## src/rtl/wb_uart_bridge.sv

```systemverilog
// Wishbone B4 classic slave exposing the uart RX/TX FIFOs as a 4-word register window
// (DATA, STATUS, CTRL, reserved) with a registered level interrupt.
module wb_uart_bridge #(
    parameter int ADDR_W     = 4,
    parameter bit BLOCKING   = 1'b1,
    parameter int TX_TIMEOUT = 1023
) (
    input  logic              clk,
    input  logic              reset,
    input  logic              wb_cyc_i,
    input  logic              wb_stb_i,
    input  logic              wb_we_i,
    input  logic [ADDR_W-1:0] wb_adr_i,
    input  logic [31:0]       wb_dat_i,
    input  logic [3:0]        wb_sel_i,
    output logic [31:0]       wb_dat_o,
    output logic              wb_ack_o,
    output logic              wb_err_o,
    output logic              irq,
    output logic              rd_uart,
    output logic              wr_uart,
    output logic [7:0]        w_data,
    input  logic [7:0]        rd_data,
    input  logic              rx_empty,
    input  logic              tx_full
);
    typedef enum logic [1:0] {S_IDLE, S_RESP, S_WAIT_TX} state_t;

    localparam logic [1:0]  WORD_DATA   = 2'd0;
    localparam logic [1:0]  WORD_STATUS = 2'd1;
    localparam logic [1:0]  WORD_CTRL   = 2'd2;
    localparam logic [15:0] WAIT_LAST   = 16'(TX_TIMEOUT - 1);

    state_t      r_state;
    state_t      w_next;
    logic [15:0] r_wait_cnt;
    logic [7:0]  r_drop_cnt;
    logic [7:0]  r_tx_byte;
    logic [1:0]  r_ctrl;
    logic [31:0] r_dat;
    logic        r_ack;
    logic        r_err;
    logic        r_irq;

    logic        w_req;
    logic [1:0]  w_word;
    logic        w_pop;
    logic        w_push;
    logic        w_resp_err;
    logic        w_cap;
    logic [31:0] w_cap_dat;
    logic        w_drop_inc;
    logic        w_drop_clr;
    logic        w_ctrl_we;
    logic        w_wait_start;
    logic        w_wait_inc;
    logic        w_unused;

    assign w_req    = wb_cyc_i & wb_stb_i;
    assign w_word   = wb_adr_i[3:2];
    assign w_unused = ^{wb_adr_i, wb_dat_i[31:8], wb_sel_i[3:1]};

    // NOTE: every signal driven here gets a default first so no path can infer a latch.
    always_comb begin
        w_next       = r_state;
        w_pop        = 1'b0;
        w_push       = 1'b0;
        w_resp_err   = 1'b0;
        w_cap        = 1'b0;
        w_cap_dat    = 32'h0;
        w_drop_inc   = 1'b0;
        w_drop_clr   = 1'b0;
        w_ctrl_we    = 1'b0;
        w_wait_start = 1'b0;
        w_wait_inc   = 1'b0;

        case (r_state)
            S_IDLE: begin
                if (w_req) begin
                    w_next = S_RESP;
                    case (w_word)
                        WORD_DATA: begin
                            if (!wb_we_i) begin
                                w_cap = 1'b1;
                                if (!rx_empty) begin
                                    w_pop     = 1'b1;
                                    w_cap_dat = {23'h0, 1'b1, rd_data};
                                end
                            end else if (wb_sel_i[0]) begin
                                if (!tx_full) begin
                                    w_push = 1'b1;
                                end else if (BLOCKING) begin
                                    w_next       = S_WAIT_TX;
                                    w_wait_start = 1'b1;
                                end else begin
                                    w_drop_inc = 1'b1;
                                end
                            end
                        end
                        WORD_STATUS: begin
                            if (!wb_we_i) begin
                                w_cap     = 1'b1;
                                w_cap_dat = {16'h0, r_drop_cnt, 6'h0, tx_full, rx_empty};
                            end else begin
                                w_drop_clr = 1'b1;
                            end
                        end
                        WORD_CTRL: begin
                            if (!wb_we_i) begin
                                w_cap     = 1'b1;
                                w_cap_dat = {30'h0, r_ctrl};
                            end else begin
                                w_ctrl_we = wb_sel_i[0];
                            end
                        end
                        default: begin
                            // Reserved word: error response and a zeroed read bus either way.
                            w_cap      = 1'b1;
                            w_resp_err = 1'b1;
                        end
                    endcase
                end
            end
            S_RESP: w_next = S_IDLE;
            S_WAIT_TX: begin
                if (!wb_cyc_i) begin
                    w_next = S_IDLE;
                end else if (!tx_full) begin
                    w_push = 1'b1;
                    w_next = S_RESP;
                end else if (r_wait_cnt == WAIT_LAST) begin
                    w_resp_err = 1'b1;
                    w_next     = S_RESP;
                end else begin
                    w_wait_inc = 1'b1;
                end
            end
            default: w_next = S_IDLE;
        endcase
    end

    // NOTE: sequential state uses non-blocking assignments only, so every register samples pre-edge values.
    always_ff @(posedge clk) begin
        if (reset) begin
            r_state    <= S_IDLE;
            r_wait_cnt <= 16'h0;
            r_drop_cnt <= 8'h0;
            r_tx_byte  <= 8'h0;
            r_ctrl     <= 2'b00;
            r_dat      <= 32'h0;
            r_ack      <= 1'b0;
            r_err      <= 1'b0;
            r_irq      <= 1'b0;
        end else begin
            r_state <= w_next;
            r_ack   <= (w_next == S_RESP) && !w_resp_err;
            r_err   <= (w_next == S_RESP) && w_resp_err;
            if (w_cap) begin
                r_dat <= w_cap_dat;
            end
            if (w_wait_start) begin
                r_wait_cnt <= 16'h0;
                r_tx_byte  <= wb_dat_i[7:0];
            end else if (w_wait_inc) begin
                r_wait_cnt <= r_wait_cnt + 16'd1;
            end
            if (w_drop_clr) begin
                r_drop_cnt <= 8'h0;
            end else if (w_drop_inc && (r_drop_cnt != 8'hFF)) begin
                r_drop_cnt <= r_drop_cnt + 8'd1;
            end
            if (w_ctrl_we) begin
                r_ctrl <= wb_dat_i[1:0];
            end
            r_irq <= (r_ctrl[0] & ~rx_empty) | (r_ctrl[1] & ~tx_full);
        end
    end

    // FIFO strobes are combinational, so they are masked while reset aborts the access.
    assign rd_uart  = w_pop & ~reset;
    assign wr_uart  = w_push & ~reset;
    assign w_data   = wr_uart ? ((r_state == S_WAIT_TX) ? r_tx_byte : wb_dat_i[7:0]) : 8'h00;
    assign wb_dat_o = r_dat;
    assign wb_ack_o = r_ack;
    assign wb_err_o = r_err;
    assign irq      = r_irq;

endmodule
```

## config.mk

```make
export PLATFORM = sky130hd
export DESIGN_NAME = wb_uart_bridge
export DESIGN_NICKNAME = d
export VERILOG_FILES = /design/src/rtl/wb_uart_bridge.sv
export SDC_FILE = /design/constraint.sdc
export NUM_CORES = 1
export LEC_CHECK = 0
export ABC_AREA = 1
export CORE_UTILIZATION = 25
export CTS_CLUSTER_SIZE = 20
export DETAILED_ROUTE_END_ITERATION = 7
export REMOVE_ABC_BUFFERS = 1
export SYNTH_ARGS = -nofsm -noshare
export SYNTH_HDL_FRONTEND = slang
export SYNTH_SLANG_ARGS = --single-unit
export TNS_END_PERCENT = 20
```

## constraint.sdc

```tcl
create_clock -name clk -period 1.6 [get_ports clk]
set_input_delay 0.32 -clock clk [delete_from_list [all_inputs] [get_ports clk]]
set_output_delay 0.32 -clock clk [all_outputs]
set_load 0.005 [all_outputs]
```

==> impl_results.md, run 1 <==
- Outcome: finished, violations left
- Violations in the final reports: setup timing
- First-pass GRT wire length: between 9000 and 10,000 um
- Clock latency on the worst-skew pair: 0.29 ns
- Leakage: 1.469 nW
- Max Slew Vio Count: 0
- H-tree levels: 2
- Met2 Use GR: 20.03%
- Placer Congestion: ~0.82
- RSZ-0062 raised after global routing: true
- Fin area: ~0.0033 sq mm
- Sequential share of the synthesized area: ~34%
- TNS Setup: -3.238 ns
- Max Freq: 0.5051 GHz
- Detailed Place HPWL: about 4200 um
- CP endpoint kind: output port
- GR peak layer: met2
- Vias in the first global route: 2,184
- Vias: approximately 2,400
- # IOs: 100
- Via density: about 4.2
- Final WL: approximately 5700 um
- Clock skew: approximately 0.0043 ns
- Die Area: around 0.01 sq mm
- Cell taking the most area after synthesis: dfxtp_1
- DRC violations left: 0
- Final setup viols: 10
- Post-Syn Area per Cell: 6.538 sq um
- CTS root buffer: clkbuf_8
- M1 GR Usage: 14.36%
- Core area: just over 0.009 sq mm
- Worst Setup Slack, final: -0.3798 ns
- Ys Warns: 0
- Yosys reg bits: 40
- TritonCTS clock tree: done
- Worst EP required: about 1.3 ns
- GRT overflow: 0
- Antenna viol nets, final: 0
- Cts hold-fix bufs: 0
- Synth unique cells: 27
- Reg2reg setup slack: approximately 0.14 ns
- I/O Buffers: 47
- Fin crit period: between 1.5 and 2 ns
- Worst-path clk slew: 0.08 ns
- Number of inserted diodes: 0
- Power Total: between 2 and 2.5 mW
- Post-Syn Instances: between 300 and 400
- Grt met3 use: between 2 and 2.5%
- Hold Violations, Final: 0
- Die H: ~100 um
- Mapped Area: between 0.002 and 0.0025 sq mm
- Core Rows: 35
- Area fraction of the dominant cell type after synthesis: 33.65%
- Num CTS Buffers: 5
- P&R area growth vs syn: 38.85%
- DR pass1 iterations: 5
- CTS sink count: 40
- Post-Place Cell Area: approximately 0.0031 sq mm
- Crit path max fanout: 4
- Drt wl/cell: 9.750 um
- Maxcap violations: 0
- Layout cells sized above 1: between 10% and 20%
- Max Buffers Root-to-Sink: 2
- Initial Util: approximately a quarter
- GR Util All Layers: around 12%
- Startpoint Class: flip-flop
- Iteration-0 DRC Markers: slightly below 70
- CP Class: flip-flop to output port
- Largest net degree at the start of global routing: 18
- Nets: 510
- Worst Hold Class: flip-flop to flip-flop
- Worst path arrival time: between 1.5 and 2 ns
- Initial antenna violation count: 0
- Synth area leaders: dfxtp_1 (34%), nand2_1 (18%), nor2_1 (8.0%), buf_4 (7.6%), inv_1 (7.1%)
- Fin crit share: 123.7%
- Die W: about 100 um
- Worst VDD drop: roughly 440 uV
- Cell Pwr Density: 619.5 mW/mm^2
logic make-up (layout without fill, tap and decap cells):
| logic type | Yosys count | count (layout) | synth area share [%] |
|---|---|---|---|
| DFF | 40 | 40 | 33.65 |
| adders and majority gates | 2 | 2 | 1.051 |
| xor gates and xnor gates | 7 | 7 | 2.576 |
| and+or+nand+nor | 199 | 200 | 37.01 |
| buffers and inverters | 74 | 141 | 16.56 |
| AOI/OAI and AO/OA | 41 | 41 | 8.990 |
| other | 1 | 23 | 0.1576 |
synthesized netlist by cell type:
library cell  number
nand2_1          113
nor2_1            51
inv_1             45
dfxtp_1           40
buf_4             24
o21ai_0           21
a21oi_1           17
nand3_1           17
nand4_1            7
xnor2_1            4
nand2_4            3
xor2_1             3
ha_1               2
nor2_4             2
nor3_4             2
o211ai_1           2
a21oi_2            1
buf_12             1
buf_6              1
clkbuf_1           1
conb_1             1
inv_2              1
inv_4              1
nand2_8            1
nand4_2            1
nor2_2             1
or2_4              1
timing repair:
action	4_1_cts	5_1_grt
buffers inserted	6	4
gates cloned	1	0
setup endpoints to repair	19	45
endpoints found under the hold margin	0	0
gates resized for setup	45	15
pin swaps	7	10
worst paths after layout:
kind | from | endpoint | depth (start not counted)
min | wb_dat_o[3]$_SDFFE_PP0P_ | wb_dat_o[3]$_SDFFE_PP0P_ | 2
max reg2reg | r_state[0]$_SDFF_PP0_ | wb_dat_o[0]$_SDFFE_PP0P_ | 8
max | r_state[0]$_SDFF_PP0_ | w_data[2] | 10
min reg2reg | wb_dat_o[3]$_SDFFE_PP0P_ | wb_dat_o[3]$_SDFFE_PP0P_ | 2
worst max-delay path, stage by stage, from the launching register on:
cell,delay [ns]
dfxtp_2,0.33
inv_2,0.05
nand4_1,0.13
nor2_2,0.15
nand2_1,0.08
nand2_2,0.08
buf_6,0.10
nand4_4,0.10
buf_6,0.15
nor2_1,0.07
buf_2,0.11
report_power, final:
| part | leakage (nW) | internal [mW] | switching [mW] |
|---|---|---|---|
| logic | 1.09 | 0.112 | 0.109 |
| clock network | 0.0552 | 0.463 | 0.359 |
| registers | 0.323 | 1.00 | 0.00293 |
flip-flops by register name, indices dropped and copies added, names as in the netlist:
name	flops
wb_err_o	1
wb_ack_o	1
r_wait_cnt	16
r_ctrl	2
wb_dat_o	9
irq	1
r_state	2
r_tx_byte	8
final cells by class:
cell class | instances | area, sq um
clock buffer | 6 | 72.57
fill | 970 | 5936
timing repair buffer | 86 | 733.2
clock inverter | 2 | 35.03
inverter | 47 | 181.4
multi-input combinational | 273 | 1318
sequential | 40 | 803.3
tap | 129 | 161.4
placed cells by master, fill, tap and decap left out, types with 3 or more instances in the layout:
| cell type | Yosys | layout |
|---|---|---|
| dlygate4sd2_1 | 0 | 3 |
| nor2_1 | 51 | 47 |
| nand2_1 | 113 | 111 |
| nand2_4 | 3 | 3 |
| buf_4 | 24 | 35 |
| o21ai_0 | 21 | 21 |
| nand4_1 | 7 | 7 |
| dfxtp_1 | 40 | 38 |
| nand3_1 | 17 | 16 |
| inv_1 | 45 | 43 |
| nor2_2 | 1 | 5 |
| buf_6 | 1 | 4 |
| clkdlybuf4s50_1 | 0 | 33 |
| xor2_1 | 3 | 3 |
| buf_2 | 0 | 8 |
| a21oi_1 | 17 | 17 |
| conb_1 | 1 | 23 |
| xnor2_1 | 4 | 4 |
| clkbuf_8 | 0 | 5 |
metal layers:
layer	vias up	part of all wire [%]	wire length (um)
met1	1102	48	2744
met2	54	47	2658
met4	0	1.0	59
met5	-	0	0
met3	5	3.9	223
li1	1267	-	-
per-stage QoR:
stage                     setup WS [ns]  hold WS (ns)  std cells  utilization [%]
after floorplan                  0.1190        0.3891        359                -
after detailed placement        -0.7968        0.4610        565            33.60
after global placement          -0.7299        0.4562        565            33.60
after global routing            -0.4777        0.4887        583            35.76
final                           -0.3798        0.4710        583            35.76
after CTS                       -0.4325        0.4766        580            35.44
Note: power is estimated with default switching activity, not from simulation.
==> run 2: changes to the inputs <==
--- a/config.mk
+++ b/config.mk
@@ -6,6 +6,7 @@
 export NUM_CORES = 1
 export LEC_CHECK = 0
 export ABC_AREA = 1
+export CORE_MARGIN = 5
 export CORE_UTILIZATION = 25
 export CTS_CLUSTER_SIZE = 20
 export DETAILED_ROUTE_END_ITERATION = 7
==> run 2 against run 1 <==
Compared with the run above:
- the run still ends with setup timing left
- combinational power up 2%
- maximum frequency increased by 4.6%
- clock-buffer cell count is the same
- register-to-register slack got worse by 0.05 ns
==> impl_results.md, run 2 (same netlist as run 1, synthesis figures left out) <==
- Outcome: finished, violations left
- Violations in the final reports: setup timing
- Worst Hold Path Cells: 2
- H-tree levels: 2
- Number of inserted diodes: 0
- Max Buffers Root-to-Sink: 2
- TritonCTS clock tree: done
- Vias: about 2,400
- Worst-path clk slew: about 0.08 ns
- DR pass1 iterations: 4
- Die W: ~110 um
- Drt wl/cell: 10.32 um
- Fin crit period: roughly 1.9 ns
- GRT overflow: 0
- Clock latency on the worst-skew pair: a little under 0.3 ns
- Worst Setup Slack, final: -0.2919 ns
- Die H: approximately 110 um
- Reg2reg setup slack: 0.09 ns
- Worst EP required: between 1 and 1.5 ns
- Max FFs per register: 16
- Startpoint Class: flip-flop
- Fin crit share: 118.2%
- Initial Util: around a quarter
- Worst min-delay path endpoint: irq$_SDFF_PP0_
- Crit path from: r_state[1]$_SDFF_PP0_
- Crit path max fanout: 8
- CTS sink count: 40
- Clock skew: 0.007194 ns
- P&R area growth vs syn: 40.38%
- Worst path arrival time: between 1.5 and 2 ns
- Cell count after placement: 563
- Detailed Place HPWL: 4519 um
- Cell Pwr Density: 610.9 mW/mm^2
- Antenna viol nets, final: 0
- Largest reg by FF count: r_wait_cnt
- Layout fillers: between 900 and 1,000
- Max Freq: roughly 0.53 GHz
- Final WL: 5957 um
- Register Area: 803.3 sq um
- Initial antenna violation count: 0
- Hold Startpoint: r_ctrl[0]$_SDFFE_PP0P_
- Maxcap violations: 0
- Worst VDD drop: roughly 460 uV
- Most common cell after layout, fill and taps aside: nand2_1
- Vias in the first global route: between 2,000 and 2,500
- Core Rows: 35
- Worst Hold Class: flip-flop to flip-flop
- Die Area: ~0.012 sq mm
- Max Slew Vio Count: 0
- Leakage: between 1 and 1.5 nW
- Nets: 504
- Cells on worst reg2reg path: 10
- Hold Violations, Final: 0
- Non-filler instance count after layout: approximately 580
- Num CTS Buffers: 5
- CP Class: flip-flop to output port
- Area of the multi-input gates: approximately 0.0014 sq mm
- CP endpoint kind: output port
- Layout cells sized above 1: 18.75%
- DRC violations left: 0
- Most frequent cells in the layout: nand2_1 (109), nor2_1 (42), inv_1 (41), dfxtp_1 (38), clkdlybuf4s50_1 (34)
- Core area: roughly 0.0092 sq mm
- I/O Buffers: 47
- Util after Layout: 36.15%
- RSZ-0062 raised after global routing: true
- Worst r2r src: r_state[1]$_SDFF_PP0_
- Largest net degree at the start of global routing: 18
- Crit Reg-Reg Endpoint: r_wait_cnt[14]$_SDFFE_PP0P_
- CTS root buffer: clkbuf_8
- Final setup viols: 10
- GR Util All Layers: around a tenth
- First-pass GRT wire length: just over 10,000 um
- # IOs: 100
- Cts hold-fix bufs: 0
- Placer Congestion: 0.8522
- Iteration-0 DRC Markers: 110
- Via density: about 4.1
[run 2: worst max-delay path by stage]
stage / to / depth (start not counted) / slack [ns]
after floorplan: w_data[0] / 7 / 0.12
after global placement: w_data[2] / 8 / -0.82
after detailed placement: w_data[2] / 8 / -0.86
after global routing: w_data[0] / 8 / -0.42
final: w_data[0] / 9 / -0.29
after CTS: w_data[7] / 9 / -0.33
[run 2: through the flow]
stage	setup TNS [ns]	setup slack (ns)	hold WS (ns)	power, mW	cell area (sq um)
floorplan	0	0.1190	0.3891	1.102	2247
global placement	-15.69	-0.8179	0.4541	1.237	3089
detailed placement	-17.33	-0.8566	0.4522	1.237	3089
CTS	-3.140	-0.3294	0.4655	2.063	3256
global route	-3.560	-0.4188	0.5067	2.138	3341
finish	-2.568	-0.2919	0.4681	2.041	3341
[run 2: layout make-up]
type | count | share of cell area (%)
multi-input combinational | 273 | 41.09
sequential | 40 | 24.04
timing repair buffer | 80 | 21.31
inverter | 47 | 5.506
tap | 129 | 4.831
clock buffer | 6 | 2.172
clock inverter | 2 | 1.049
[run 2: critical path, stage by stage (launching register included)]
cell	delay, ns
dfxtp_2	0.33
inv_2	0.04
buf_4	0.13
nor2_4	0.15
inv_1	0.17
nand2_1	0.09
nand2_1	0.05
inv_1	0.05
nor2_1	0.03
dlygate4sd2_1	0.25
[run 2: where the power goes]
group	internal [mW]	leakage, nW	switching [mW]
clock	0.463	0.0552	0.347
combinational	0.112	1.06	0.114
sequential	1.00	0.323	0.00302
[run 2: per-layer routing]
metal | track usage [%] | part of all wire, %
met5 | 0 | 0
met4 | 3.246 | 1.1
met3 | 2.400 | 6.1
met2 | 18.07 | 47
met1 | 13.41 | 46
[run 2: what timing repair did]
item	in CTS	in global routing
setup endpoints to repair	19	32
resized for setup	48	28
buffers inserted	6	0
hold endpoints to repair	0	0
pin swaps	9	8
cloned	1	0
